`config.mk`:
```
export PLATFORM = sky130hd
export DESIGN_NAME = maze_stream_tx
export DESIGN_NICKNAME = d
export VERILOG_FILES = /design/src/rtl/maze_stream_tx.sv
export SDC_FILE = /design/constraint.sdc
export NUM_CORES = 1
export LEC_CHECK = 0
export BUFFER_PORTS_ARGS = -buffer_cell sky130_fd_sc_hd__clkbuf_2
export CAP_MARGIN = 20
export CORE_ASPECT_RATIO = 0.8
export CORE_MARGIN = 2
export CORE_UTILIZATION = 45
export CTS_BUF_LIST = sky130_fd_sc_hd__clkbuf_8
export CTS_CLUSTER_SIZE = 28
export DETAILED_ROUTE_END_ITERATION = 16
export GPL_ROUTABILITY_DRIVEN = 0
export PLACE_DENSITY = 0.68
export SYNTH_ARGS = -nofsm -noshare
export SYNTH_HDL_FRONTEND = slang
export SYNTH_SLANG_ARGS = --single-unit
```
`constraint.sdc`:
```
create_clock -name clk -period 3.5 [get_ports clk]
set_clock_uncertainty 0.15 [all_clocks]
set_input_delay 0.7 -clock clk [delete_from_list [all_inputs] [get_ports clk]]
set_output_delay 0.7 -clock clk [all_outputs]
set_load 0.01 [all_outputs]
```
`src/rtl/maze_stream_tx.sv`:
```
// rtl/maze_stream_tx.sv - host-side maze image transmitter and path response monitor
// Serialises an NxN maze row-major on in_valid/maze, then collects and checks the solver's answer.
module maze_stream_tx #(
  parameter int N       = 15,
  parameter int TIMEOUT = 3000,
  parameter int LEN_W   = 8
) (
  input  logic             clk,
  input  logic             rst,
  input  logic             cfg_we,
  input  logic [3:0]       cfg_row,
  input  logic [N-1:0]     cfg_data,
  input  logic             start,
  output logic             busy,
  output logic             in_valid,
  output logic             maze,
  input  logic             out_valid,
  input  logic             maze_not_valid,
  input  logic [3:0]       out_x,
  input  logic [3:0]       out_y,
  output logic             done,
  output logic             result_invalid,
  output logic             timeout_err,
  output logic             step_err,
  output logic             proto_err,
  output logic [LEN_W-1:0] path_len,
  output logic [3:0]       first_x,
  output logic [3:0]       first_y,
  output logic [3:0]       last_x,
  output logic [3:0]       last_y
);

  localparam int CNT_W = $clog2(N * N + 1);
  localparam int TO_W  = $clog2(TIMEOUT + 1);
  localparam logic [CNT_W-1:0] CELLS   = CNT_W'(N * N);
  localparam logic [TO_W-1:0]  TO_LAST = TO_W'(TIMEOUT - 1);

  typedef enum logic [2:0] {S_IDLE, S_SEND, S_WAIT, S_PATH, S_DONE} state_t;

  state_t           r_state;
  logic [N-1:0]     r_mem [N];
  logic [CNT_W-1:0] r_cnt;
  logic [3:0]       r_x, r_y;
  logic [TO_W-1:0]  r_wait;
  logic             r_busy, r_in_valid, r_maze, r_done;
  logic             r_inv, r_to, r_step, r_proto;
  logic [LEN_W-1:0] r_len;
  logic [3:0]       r_fx, r_fy, r_lx, r_ly;

  logic              w_row_ok;
  logic              w_cell0;
  logic signed [4:0] w_dx, w_dy;
  logic [4:0]        w_adx, w_ady;
  logic [5:0]        w_dist;

  assign w_row_ok = (cfg_row < 4'(N));
  // A row-0 write in the start cycle must reach the first transmitted cell.
  assign w_cell0  = (cfg_we && cfg_row == 4'd0) ? cfg_data[0] : r_mem[0][0];

  assign w_dx   = $signed({1'b0, out_x}) - $signed({1'b0, r_lx});
  assign w_dy   = $signed({1'b0, out_y}) - $signed({1'b0, r_ly});
  assign w_adx  = w_dx[4] ? $unsigned(-w_dx) : $unsigned(w_dx);
  assign w_ady  = w_dy[4] ? $unsigned(-w_dy) : $unsigned(w_dy);
  assign w_dist = {1'b0, w_adx} + {1'b0, w_ady};

  always_ff @(posedge clk) begin
    if (rst) begin
      r_state    <= S_IDLE;
      for (int i = 0; i < N; i++) r_mem[i] <= '0;
      r_cnt      <= '0;
      r_x        <= '0;
      r_y        <= '0;
      r_wait     <= '0;
      r_busy     <= 1'b0;
      r_in_valid <= 1'b0;
      r_maze     <= 1'b0;
      r_done     <= 1'b0;
      r_inv      <= 1'b0;
      r_to       <= 1'b0;
      r_step     <= 1'b0;
      r_proto    <= 1'b0;
      r_len      <= '0;
      r_fx       <= '0;
      r_fy       <= '0;
      r_lx       <= '0;
      r_ly       <= '0;
    end else begin
      case (r_state)
        S_IDLE: begin
          r_done <= 1'b0;
          r_busy <= 1'b0;
          if (cfg_we && w_row_ok) r_mem[cfg_row] <= cfg_data;
          if (start) begin
            r_state    <= S_SEND;
            r_busy     <= 1'b1;
            r_in_valid <= 1'b1;
            r_maze     <= w_cell0;
            r_cnt      <= CNT_W'(1);
            r_x        <= 4'd1;
            r_y        <= 4'd0;
            r_wait     <= '0;
            r_inv      <= 1'b0;
            r_to       <= 1'b0;
            r_step     <= 1'b0;
            r_proto    <= 1'b0;
            r_len      <= '0;
            r_fx       <= '0;
            r_fy       <= '0;
            r_lx       <= '0;
            r_ly       <= '0;
          end
        end
        S_SEND: begin
          if (out_valid || maze_not_valid) r_proto <= 1'b1;
          if (r_cnt == CELLS) begin
            r_in_valid <= 1'b0;
            r_state    <= S_WAIT;
          end else begin
            r_maze <= r_mem[r_y][r_x];
            r_cnt  <= r_cnt + 1'b1;
            if (r_x == 4'(N - 1)) begin
              r_x <= '0;
              r_y <= r_y + 1'b1;
            end else begin
              r_x <= r_x + 1'b1;
            end
          end
        end
        S_WAIT: begin
          if (maze_not_valid) begin
            r_inv   <= 1'b1;
            r_state <= S_DONE;
          end else if (out_valid) begin
            r_fx    <= out_x;
            r_fy    <= out_y;
            r_lx    <= out_x;
            r_ly    <= out_y;
            r_len   <= LEN_W'(1);
            r_state <= S_PATH;
          end else if (r_wait == TO_LAST) begin
            r_to    <= 1'b1;
            r_state <= S_DONE;
          end else begin
            r_wait <= r_wait + 1'b1;
          end
        end
        S_PATH: begin
          if (out_valid) begin
            if (r_len != '1) r_len <= r_len + 1'b1;
            if (w_dist != 6'd1) r_step <= 1'b1;
            r_lx <= out_x;
            r_ly <= out_y;
          end else begin
            r_state <= S_DONE;
          end
        end
        S_DONE: begin
          r_done  <= 1'b1;
          r_state <= S_IDLE;
        end
        default: r_state <= S_IDLE;
      endcase
    end
  end

  assign busy           = r_busy;
  assign in_valid       = r_in_valid;
  assign maze           = r_maze;
  assign done           = r_done;
  assign result_invalid = r_inv;
  assign timeout_err    = r_to;
  assign step_err       = r_step;
  assign proto_err      = r_proto;
  assign path_len       = r_len;
  assign first_x        = r_fx;
  assign first_y        = r_fy;
  assign last_x         = r_lx;
  assign last_y         = r_ly;

endmodule

```
==> results of run 1 <==
per-stage QoR:
| stage | std cells | setup WS [ns] | instance area (sq um) | setup TNS (ns) |
|---|---|---|---|---|
| 3_3_place_gp | 1594 | -0.0421 | 15600 | -0.0421 |
| 2_1_floorplan | 1129 | 0.204 | 14600 | 0 |
| 3_5_place_dp | 1594 | -0.0616 | 15600 | -0.0616 |
| 5_1_grt | 1686 | 0.192 | 16500 | 0 |
| 6_report | 1686 | 0.373 | 16500 | 0 |
| 4_1_cts | 1686 | 0.381 | 16500 | 0 |
synth_stat cells (3+ instances only):
cell	instances	area share (%)
nor3_1	9	0.31
a211oi_1	5	0.26
a2111oi_0	3	0.18
o22ai_1	3	0.13
a31oi_1	3	0.13
a221oi_1	3	0.18
nand3_1	36	1.2
or3_1	8	0.34
xor2_1	18	1.1
xnor2_1	11	0.66
a21o_1	7	0.36
inv_1	22	0.57
mux2_2	6	0.46
edfxtp_1	240	49
and3_1	6	0.26
buf_12	3	0.41
ha_1	22	1.9
nand4_1	14	0.60
mux2i_1	16	1.1
fa_1	3	0.41
a41oi_1	3	0.18
nor2_1	66	1.7
or2_2	6	0.26
and2_1	231	9.9
nand2_1	36	0.93
buf_2	8	0.27
nand2b_1	16	0.69
nor3b_1	4	0.21
dfxtp_1	67	9.2
a311oi_1	3	0.18
buf_4	4	0.21
mux4_1	21	3.8
nor4_1	3	0.13
mux4_2	38	5.9
clkbuf_1	56	1.4
o21ai_0	31	1.1
a21oi_1	40	1.4
nor2b_1	4	0.17
routing by layer:
metal | up-vias | GRT usage, %
met5 | - | 0
met4 | 2 | 6.57
met3 | 74 | 4.03
met2 | 357 | 33.2
met1 | 4693 | 32.0
li1 | 4294 | -
worst max path at each step:
stage | to | depth (start not counted)
after global routing | step_err$_SDFFE_PP0P_ | 11
after global placement | step_err$_SDFFE_PP0P_ | 13
after detailed placement | step_err$_SDFFE_PP0P_ | 13
final | step_err$_SDFFE_PP0P_ | 11
after CTS | step_err$_SDFFE_PP0P_ | 11
after floorplan | step_err$_SDFFE_PP0P_ | 12
state kept, by name, summed over array words and instances (netlist names), named ones only:
name and count:
r_mem 240, first_y 4, path_len 8, r_state 3, in_valid 1, r_x 4, timeout_err 1, r_wait 12
maze 1, last_y 4, first_x 4, result_invalid 1, r_y 4, last_x 4, step_err 1, busy 1
proto_err 1, r_cnt 8, done 1
critical path: cells and delay by family, from the launching register on:
family | cells | cell delay [ns]
compound gates | 1 | 0.18
fa+ha+maj | 4 | 1.40
buf+inv | 2 | 0.12
flops | 1 | 0.36
mux | 1 | 0.30
simple gates | 3 | 0.47
where the power goes:
group          switching, mW  total [mW]  leakage [nW]  internal (mW)
combinational          0.655        1.14          2.65          0.487
clock                   1.44        3.01         0.559           1.57
sequential             0.125        4.21          3.02           4.09
total                   2.22        8.36          6.22           6.15
final cells by class:
type | count | area, sq um | share of cell area [%]
sequential | 307 | 8550 | 51.7
multi-input combinational | 724 | 5610 | 33.9
timing repair buffer | 120 | 803 | 4.86
clock buffer | 54 | 743 | 4.49
tap | 420 | 526 | 3.18
clock inverter | 38 | 213 | 1.29
inverter | 23 | 86.3 | 0.522
logic make-up after synthesis:
family                     after synthesis  synth area share, %
AOI/OAI and AO/OA                      119                 5.11
other                                    1               0.0257
muxes                                   81                 11.2
buffers and inverters                   98                 3.14
adders and majority gates               25                 2.30
xor gates and xnor gates                29                 1.74
DFF                                    307                 58.7
and+or+nand+nor                        455                 17.8
==> results.yml, run 1 <==
status:
  status: "completed"
finish:
  fillers: 2739
  nets: 1284
  layout_commonest_cell: "edfxtp_1"
  diodes: 0
  drive_gt1_share_pct: 19.4
  layout_common_cells: "edfxtp_1, and2_1, nor2_1, dfxtp_1, clkbuf_2"
  area_delta_synth_final_pct: 13.5
  post-route-util_pct: 52.3
global_routing:
  grt_max_degree: 33
  grt.total_usage_pct: 21.8
  grt_pass1_vias: 9279
  grt_overflow_total: 0
  antenna_found_initial: 2
  grt_pass1_wl_um: 55100
detailed_routing:
  routed-via-count: 9420
  via_per_inst: 5.59
  ant_nets: 0
  post-route-drc-count: 0
  wl_met1_um: 16200
  maxUsedRoutingLayer: "met5"
  drt-total-wl_um: 36000
  drtPass1Iterations: 6
  drtIter0Drc: 775
  met3_length_um: 2780
  dr_wl_met2_um: 16100
  routedWlPerCell_um: 21.3
die:
  die_h_um: 165
  die_w_um: 205
  core_area_sq_um: 31600
  io-pin-count: 65
  start_util_pct: 46.0
  row_count: 58
  die-area_sq_um: 33800
yosys:
  avgSynthCellArea_sq_um: 13.1
  synth-main-ff-cell: "edfxtp_1"
  ys_ff_latch: 307
  synth_cell_type_count: 70
  synthCells: 1115
  ys_async_sr_fraction_pct: 0
  syn_area_sq_um: 14600
  seq_area_frac_synth_pct: 58.7
  yosysWarnings: 0
  synth_edf_count: 240
sta:
  relSlewSlack_pct: 40.4
  fin_crit_ns: 3.13
  rsz0062_at_grt: "false"
  hold_viol_final: 0
  fin_hold_ws_ns: 0.219
  drv_slew: 0
  worstMarginPinSlew_ns: 0.891
  fmax_mhz: 320
  setup_violations: 0
  min_period_over_period_pct: 89.4
cts:
  cts_tree: "done"
  holdBufCountCts: 0
  ctsRootBufferMaster: "clkbuf_8"
  path_clk_slew_ns: 0.06
  cts_num_sinks: 307
  htree_levels: 2
  clockBufferDepth: 3
  clk_latency_ns: 0.60
  post_cts_buffers: 0
  cts_buffers: 50
  ctsResizeCount: 0
setup_path:
  rr_endpoint: "step_err$_SDFFE_PP0P_"
  path_cells: "ha_1, inv_1, fa_1, inv_1, ha_1, mux2_2, fa_1, nor4b_1, nand3_1, a31oi_1, nor2_1"
  cp.required_ns: 3.79
  crit_type: "reg2reg"
  start_kind: "flop"
  reg2reg_slack_ns: 0.37
  cp_slowest_cell: "fa_1"
  endpoint_kind: "flop"
  r2r_cells: 11
  timing.rr.start: "last_x[0]$_SDFFE_PP0P_"
  startpoint: "last_x[0]$_SDFFE_PP0P_"
  crit_fanout: 3
  crit_path_max_incr_delay_ns: 0.50
  cp.arrival_ns: 3.42
placement:
  dp_hpwl_um: 23500
  io_buffers: 64
worst_hold_path:
  worstHoldEndpoint: "last_x[3]$_SDFFE_PP0P_"
  min-delay-start: "out_x[3]"
  hp-class: "in2reg"
  hold_depth: 3
flow_run:
  maxCapViolations: 0
power:
  vdd_drop_max_uv: 271
  power.total_mw: 8.36
  leakagePower_nw: 6.22
  cellPowerDensity_nw_per_um2: 506
No activity file was read; power rests on OpenSTA's default activity.
==> run 2, diff against run 1 <==
--- a/config.mk
+++ b/config.mk
@@ -9,12 +9,12 @@
 export CAP_MARGIN = 20
 export CORE_ASPECT_RATIO = 0.8
 export CORE_MARGIN = 2
-export CORE_UTILIZATION = 45
+export CORE_UTILIZATION = 55
 export CTS_BUF_LIST = sky130_fd_sc_hd__clkbuf_8
 export CTS_CLUSTER_SIZE = 28
 export DETAILED_ROUTE_END_ITERATION = 16
 export GPL_ROUTABILITY_DRIVEN = 0
-export PLACE_DENSITY = 0.68
+export PLACE_DENSITY = 0.79
 export SYNTH_ARGS = -nofsm -noshare
 export SYNTH_HDL_FRONTEND = slang
 export SYNTH_SLANG_ARGS = --single-unit
==> results.yml, run 2 (same netlist as run 1, synthesis figures left out) <==
status:
  status: "completed"
detailed_routing:
  routed-via-count: 9355
  routedWlPerCell_um: 21.3
  ant_nets: 0
  drtIter0Drc: 864
  drtPass1Iterations: 5
  post-route-drc-count: 0
  via_per_inst: 5.84
  drt-total-wl_um: 34100
sta:
  relSlewSlack_pct: 38.1
  fin_crit_ns: 3.13
  drv_slew: 0
  worst_slack_ns: 0.370
  min_period_over_period_pct: 89.4
  setup_violations: 0
  rsz0062_at_grt: "false"
  hold_viol_final: 0
  worstMarginPinSlew_ns: 0.927
  fmax_mhz: 320
placement:
  dp_hpwl_um: 22800
  dp_cells: 1531
  place_ws_ns: -0.107
  io_buffers: 64
finish:
  area_delta_synth_final_pct: 11.6
  diodes: 0
  drive_gt1_share_pct: 19.0
  layout_common_cells: "edfxtp_1, and2_1, nor2_1, dfxtp_1, clkbuf_2"
  fin_cells: 1602
  regMostFlops: "r_mem"
  layout_commonest_cell: "edfxtp_1"
  nets: 1279
  largest_reg_flops: 240
  fillers: 2006
  largest_registers: "r_mem (240), r_wait (12)"
die:
  die_h_um: 150
  io-pin-count: 65
  die_w_um: 186
  core_area_sq_um: 26100
  row_count: 53
  start_util_pct: 55.7
  die-area_sq_um: 27800
cts:
  path_clk_slew_ns: 0.06
  cts_num_sinks: 307
  htree_levels: 2
  ctsRootBufferMaster: "clkbuf_8"
  holdBufCountCts: 0
  ctsResizeCount: 0
  clk_latency_ns: 0.56
  cts_tree: "done"
  post_cts_buffers: 0
  clockBufferDepth: 3
  cts_buffers: 45
setup_path:
  endpoint_kind: "flop"
  crit_fanout: 3
  crit_type: "reg2reg"
  cp.arrival_ns: 3.40
  crit_path_max_incr_delay_ns: 0.53
  path_cells: "ha_1, inv_1, fa_1, inv_1, ha_1, mux2_2, fa_1, nor4b_1, nand3_1, a31oi_1, nor2_1"
  cp_slowest_cell: "fa_1"
  cp.required_ns: 3.77
  start_kind: "flop"
worst_hold_path:
  hp-class: "in2reg"
global_routing:
  grt_use_met1_pct: 36.2
  antenna_found_initial: 0
  grtUsageMet3_pct: 4.94
  grt_busiest_layer: "met2"
  grt_pass1_wl_um: 52100
  met2_usage_pct: 39.1
  grt_overflow_total: 0
  grt_max_degree: 28
  grt_pass1_vias: 9089
  grt.total_usage_pct: 25.2
power:
  power.internal_mw: 5.85
  combPwrFrac_pct: 14.3
  vdd_drop_max_uv: 310
  cellPowerDensity_nw_per_um2: 489
  leakagePower_nw: 6.10
  switchingPower_mw: 2.09
  p_seq_share_pct: 53.1
  clock_power_share_pct: 32.6
  power.total_mw: 7.94
  p_sw_share_pct: 26.4
flow_run:
  maxCapViolations: 0
==> run 2: changes by cell type in the layout (fill, tap and decap cells not counted), sizes merged <==
cell	previous run	this run
clkinv	16	9
bufinv	2	0
clkbuf	118	113
clkinvlp	1	0
inv	42	36
==> run 2: critical path, delay by kind of cell (launching register included) <==
| family | cells | cell delay (ns) |
|---|---|---|
| simple gates | 3 | 0.46 |
| fa+ha+maj | 4 | 1.42 |
| flops | 1 | 0.35 |
| compound gates | 1 | 0.17 |
| mux | 1 | 0.30 |
| buf+inv | 2 | 0.14 |
==> run 2: worst paths after layout <==
| check | startpoint | end | slack (ns) | cells after the start |
|---|---|---|---|---|
| min reg2reg | last_y[3]$_SDFFE_PP0P_ | last_y[3]$_SDFFE_PP0P_ | 0.32 | 2 |
| max | last_x[0]$_SDFFE_PP0P_ | step_err$_SDFFE_PP0P_ | 0.37 | 11 |
| max reg2reg | last_x[0]$_SDFFE_PP0P_ | step_err$_SDFFE_PP0P_ | 0.37 | 11 |
| min | out_y[3] | first_y[3]$_SDFFE_PP0P_ | 0.26 | 3 |
==> run 2: routing by layer <==
layer | wire, um | share of wire, % | vias to the layer above
li1 | - | - | 4271
met1 | 14200 | 42 | 4560
met2 | 15600 | 46 | 442
met3 | 3290 | 9.6 | 82
met4 | 967 | 2.8 | 0
met5 | 0 | 0 | -
==> run 2: power by group through the flow <==
stage | registers (mW) | logic (mW) | clock network [mW]
floorplan | 4.21 | 0.845 | 0
global placement | 4.28 | 1.10 | 0
detailed placement | 4.30 | 1.12 | 0
CTS | 4.22 | 1.13 | 2.63
global route | 4.24 | 1.22 | 2.79
finish | 4.22 | 1.13 | 2.59
==> run 2: area by class of cell <==
class / count / area [sq um] / share of cell area [%]
tap: 357 / 447 / 2.75
clock inverter: 22 / 97.6 / 0.601
inverter: 23 / 86.3 / 0.531
multi-input combinational: 724 / 5610 / 34.5
clock buffer: 49 / 674 / 4.15
timing repair buffer: 120 / 778 / 4.79
sequential: 307 / 8550 / 52.6
==> run 2: metrics by stage <==
| step | instance area [sq um] | TNS (ns) | utilization (%) | hold WS [ns] |
|---|---|---|---|---|
| final | 16200 | 0 | 62.2 | 0.263 |
| after global routing | 16200 | 0 | 62.2 | 0.266 |
| after CTS | 16200 | 0 | 62.2 | 0.238 |
| after detailed placement | 15500 | -0.107 | 59.2 | 0.306 |
| after global placement | 15500 | -0.0623 | 59.2 | 0.304 |
| after floorplan | 14600 | 0 | - | 0.308 |
==> run 3, diff against run 2 <==
--- a/config.mk
+++ b/config.mk
@@ -8,7 +8,6 @@
 export BUFFER_PORTS_ARGS = -buffer_cell sky130_fd_sc_hd__clkbuf_2
 export CAP_MARGIN = 20
 export CORE_ASPECT_RATIO = 0.8
-export CORE_MARGIN = 2
 export CORE_UTILIZATION = 55
 export CTS_BUF_LIST = sky130_fd_sc_hd__clkbuf_8
 export CTS_CLUSTER_SIZE = 28
==> constraint.sdc (replaced) <==
create_clock -name clk -period 3.5 [get_ports clk]
set_clock_uncertainty 0.15 [all_clocks]
set_input_delay 0 -clock clk [delete_from_list [all_inputs] [get_ports clk]]
set_output_delay 0 -clock clk [all_outputs]
set_load 0.01 [all_outputs]
==> results.yml, run 3 (same netlist as run 1, synthesis figures left out) <==
finish:
  largest_reg_flops: 240
  largest_registers: "r_mem (240), r_wait (12)"
  post-route-util_pct: 64.8
  nets: 1308
  diodes: 0
  fin_cells: 1637
  drive_gt1_share_pct: 18.4
  area_delta_synth_final_pct: 14.1
  fin_area_sq_um: 16600
  regMostFlops: "r_mem"
  layout_commonest_cell: "edfxtp_1"
  layout_common_cells: "edfxtp_1, and2_1, nor2_1, dfxtp_1, clkbuf_2"
sta:
  relSlewSlack_pct: 39.3
  worstMarginPinSlew_ns: 0.908
  min_period_over_period_pct: 91.1
  fin_crit_ns: 3.19
  drv_slew: 0
  setup_violations: 0
  fmax_mhz: 314
  rsz0062_at_grt: "false"
  hold_viol_final: 0
  fin_setup_tns_ns: 0
global_routing:
  antenna_found_initial: 0
  grt_pass1_wl_um: 54500
  grt_pass1_vias: 9657
  grt_max_degree: 33
  grt.total_usage_pct: 26.9
  grt_overflow_total: 0
detailed_routing:
  post-route-drc-count: 0
  drtPass1Iterations: 5
  drt-total-wl_um: 35100
  routedWlPerCell_um: 21.4
  via_per_inst: 5.81
  routed-via-count: 9515
  drtIter0Drc: 841
  ant_nets: 0
die:
  io-pin-count: 65
  core_area_sq_um: 25600
  die-area_sq_um: 27100
  die_h_um: 148
  row_count: 52
  die_w_um: 184
  start_util_pct: 56.8
cts:
  htree_levels: 2
  post_cts_buffers: 0
  clockBufferDepth: 3
  clk_latency_ns: 0.59
  path_clk_slew_ns: 0.06
  cts_num_sinks: 307
  cts_tree: "done"
  cts_buffers: 48
  ctsRootBufferMaster: "clkbuf_8"
setup_path:
  timing.rr.start: "last_x[0]$_SDFFE_PP0P_"
  r2r_cells: 11
  crit_family: "adder cells"
  crit_buf_inv: 2
  startpoint: "last_x[0]$_SDFFE_PP0P_"
  cp.depth: 11
  cp.required_ns: 3.76
  crit_fanout: 3
  cp.arrival_ns: 3.45
  endpoint_kind: "flop"
  path_cells: "ha_1, inv_1, fa_1, inv_1, ha_1, mux2_2, fa_1, nor4b_1, nand3_1, a31oi_1, nor2_1"
  crit_path_max_incr_delay_ns: 0.52
  start_kind: "flop"
  cp_slowest_cell: "fa_1"
  crit_type: "reg2reg"
status:
  status: "completed"
power:
  leakagePower_nw: 6.28
  vdd_drop_max_uv: 393
  cellPowerDensity_nw_per_um2: 493
placement:
  dp_cells: 1519
  place_area_sq_um: 15400
  io_buffers: 64
  dp_hpwl_um: 23200
flow_run:
  maxCapViolations: 0
worst_hold_path:
  hp-class: "in2reg"
  hold_depth: 4
  min-delay-start: "cfg_row[3]"
==> run 3: cell types whose count changed in the layout (fill, tap and decap cells not counted) <==
cell | before | now
clkinv_8 | 0 | 1
clkinv_2 | 2 | 1
clkinv_1 | 7 | 11
clkbuf_8 | 49 | 55
buf_12 | 3 | 1
buf_4 | 53 | 49
inv_8 | 1 | 0
inv_1 | 34 | 39
dlygate4sd3_1 | 0 | 32
clkinvlp_4 | 0 | 1
==> run 3: per-stage QoR <==
step / setup WS [ns] / power (mW) / hold WS (ns)
after floorplan: 0.538 / 5.06 / -0.0511
after global placement: 0.428 / 5.36 / 0.129
after detailed placement: 0.338 / 5.40 / 0.133
after CTS: 0.301 / 8.23 / 0.0837
after global routing: 0.167 / 8.50 / 0.110
final: 0.312 / 8.19 / 0.128
==> run 3: final timing paths <==
check	to	slack (ns)
max reg2reg	step_err$_SDFFE_PP0P_	0.31
min	r_mem[2][5]$_SDFFCE_PN0P_	0.13
min reg2reg	step_err$_SDFFE_PP0P_	0.32
max	step_err$_SDFFE_PP0P_	0.31
==> run 3: cell type report <==
| type | count | area (sq um) |
|---|---|---|
| clock buffers | 55 | 757 |
| clock inverters | 31 | 139 |
| fillers | 1950 | 9020 |
| inverters | 23 | 86.3 |
| multi-input cells | 724 | 5610 |
| flip-flops and latches | 307 | 8550 |
| well taps | 351 | 439 |
| repair buffers | 146 | 1030 |
==> run 3: metal layers <==
layer / global-route usage (%) / part of all wire [%] / routed length [um] / vias up
met5: 0 / 0 / 0 / -
met4: 7.92 / 1.8 / 648 / 0
met3: 5.76 / 8.6 / 3020 / 61
met2: 43.3 / 47 / 16600 / 413
met1: 37.1 / 42 / 14900 / 4702
li1: - / - / - / 4339
==> run 3: what timing repair did <==
item / 4_1_cts / 5_1_grt
hold buffers: 32 / 0
endpoints found under the hold margin: 273 / 0
gates resized for setup: 0 / 0
endpoints found under the setup margin: 0 / 0
==> run 3: where the power goes <==
part	internal (mW)	switching, mW	total [mW]
clock	1.44	1.39	2.82
combinational	0.493	0.651	1.14
sequential	4.09	0.135	4.22
total	6.02	2.17	8.19
==> run 3: tightest hold or removal path, stage by stage <==
cell and delay, ns:
clkbuf_2 0.24, nor3_2 0.09, buf_4 0.20, and2_1 0.16
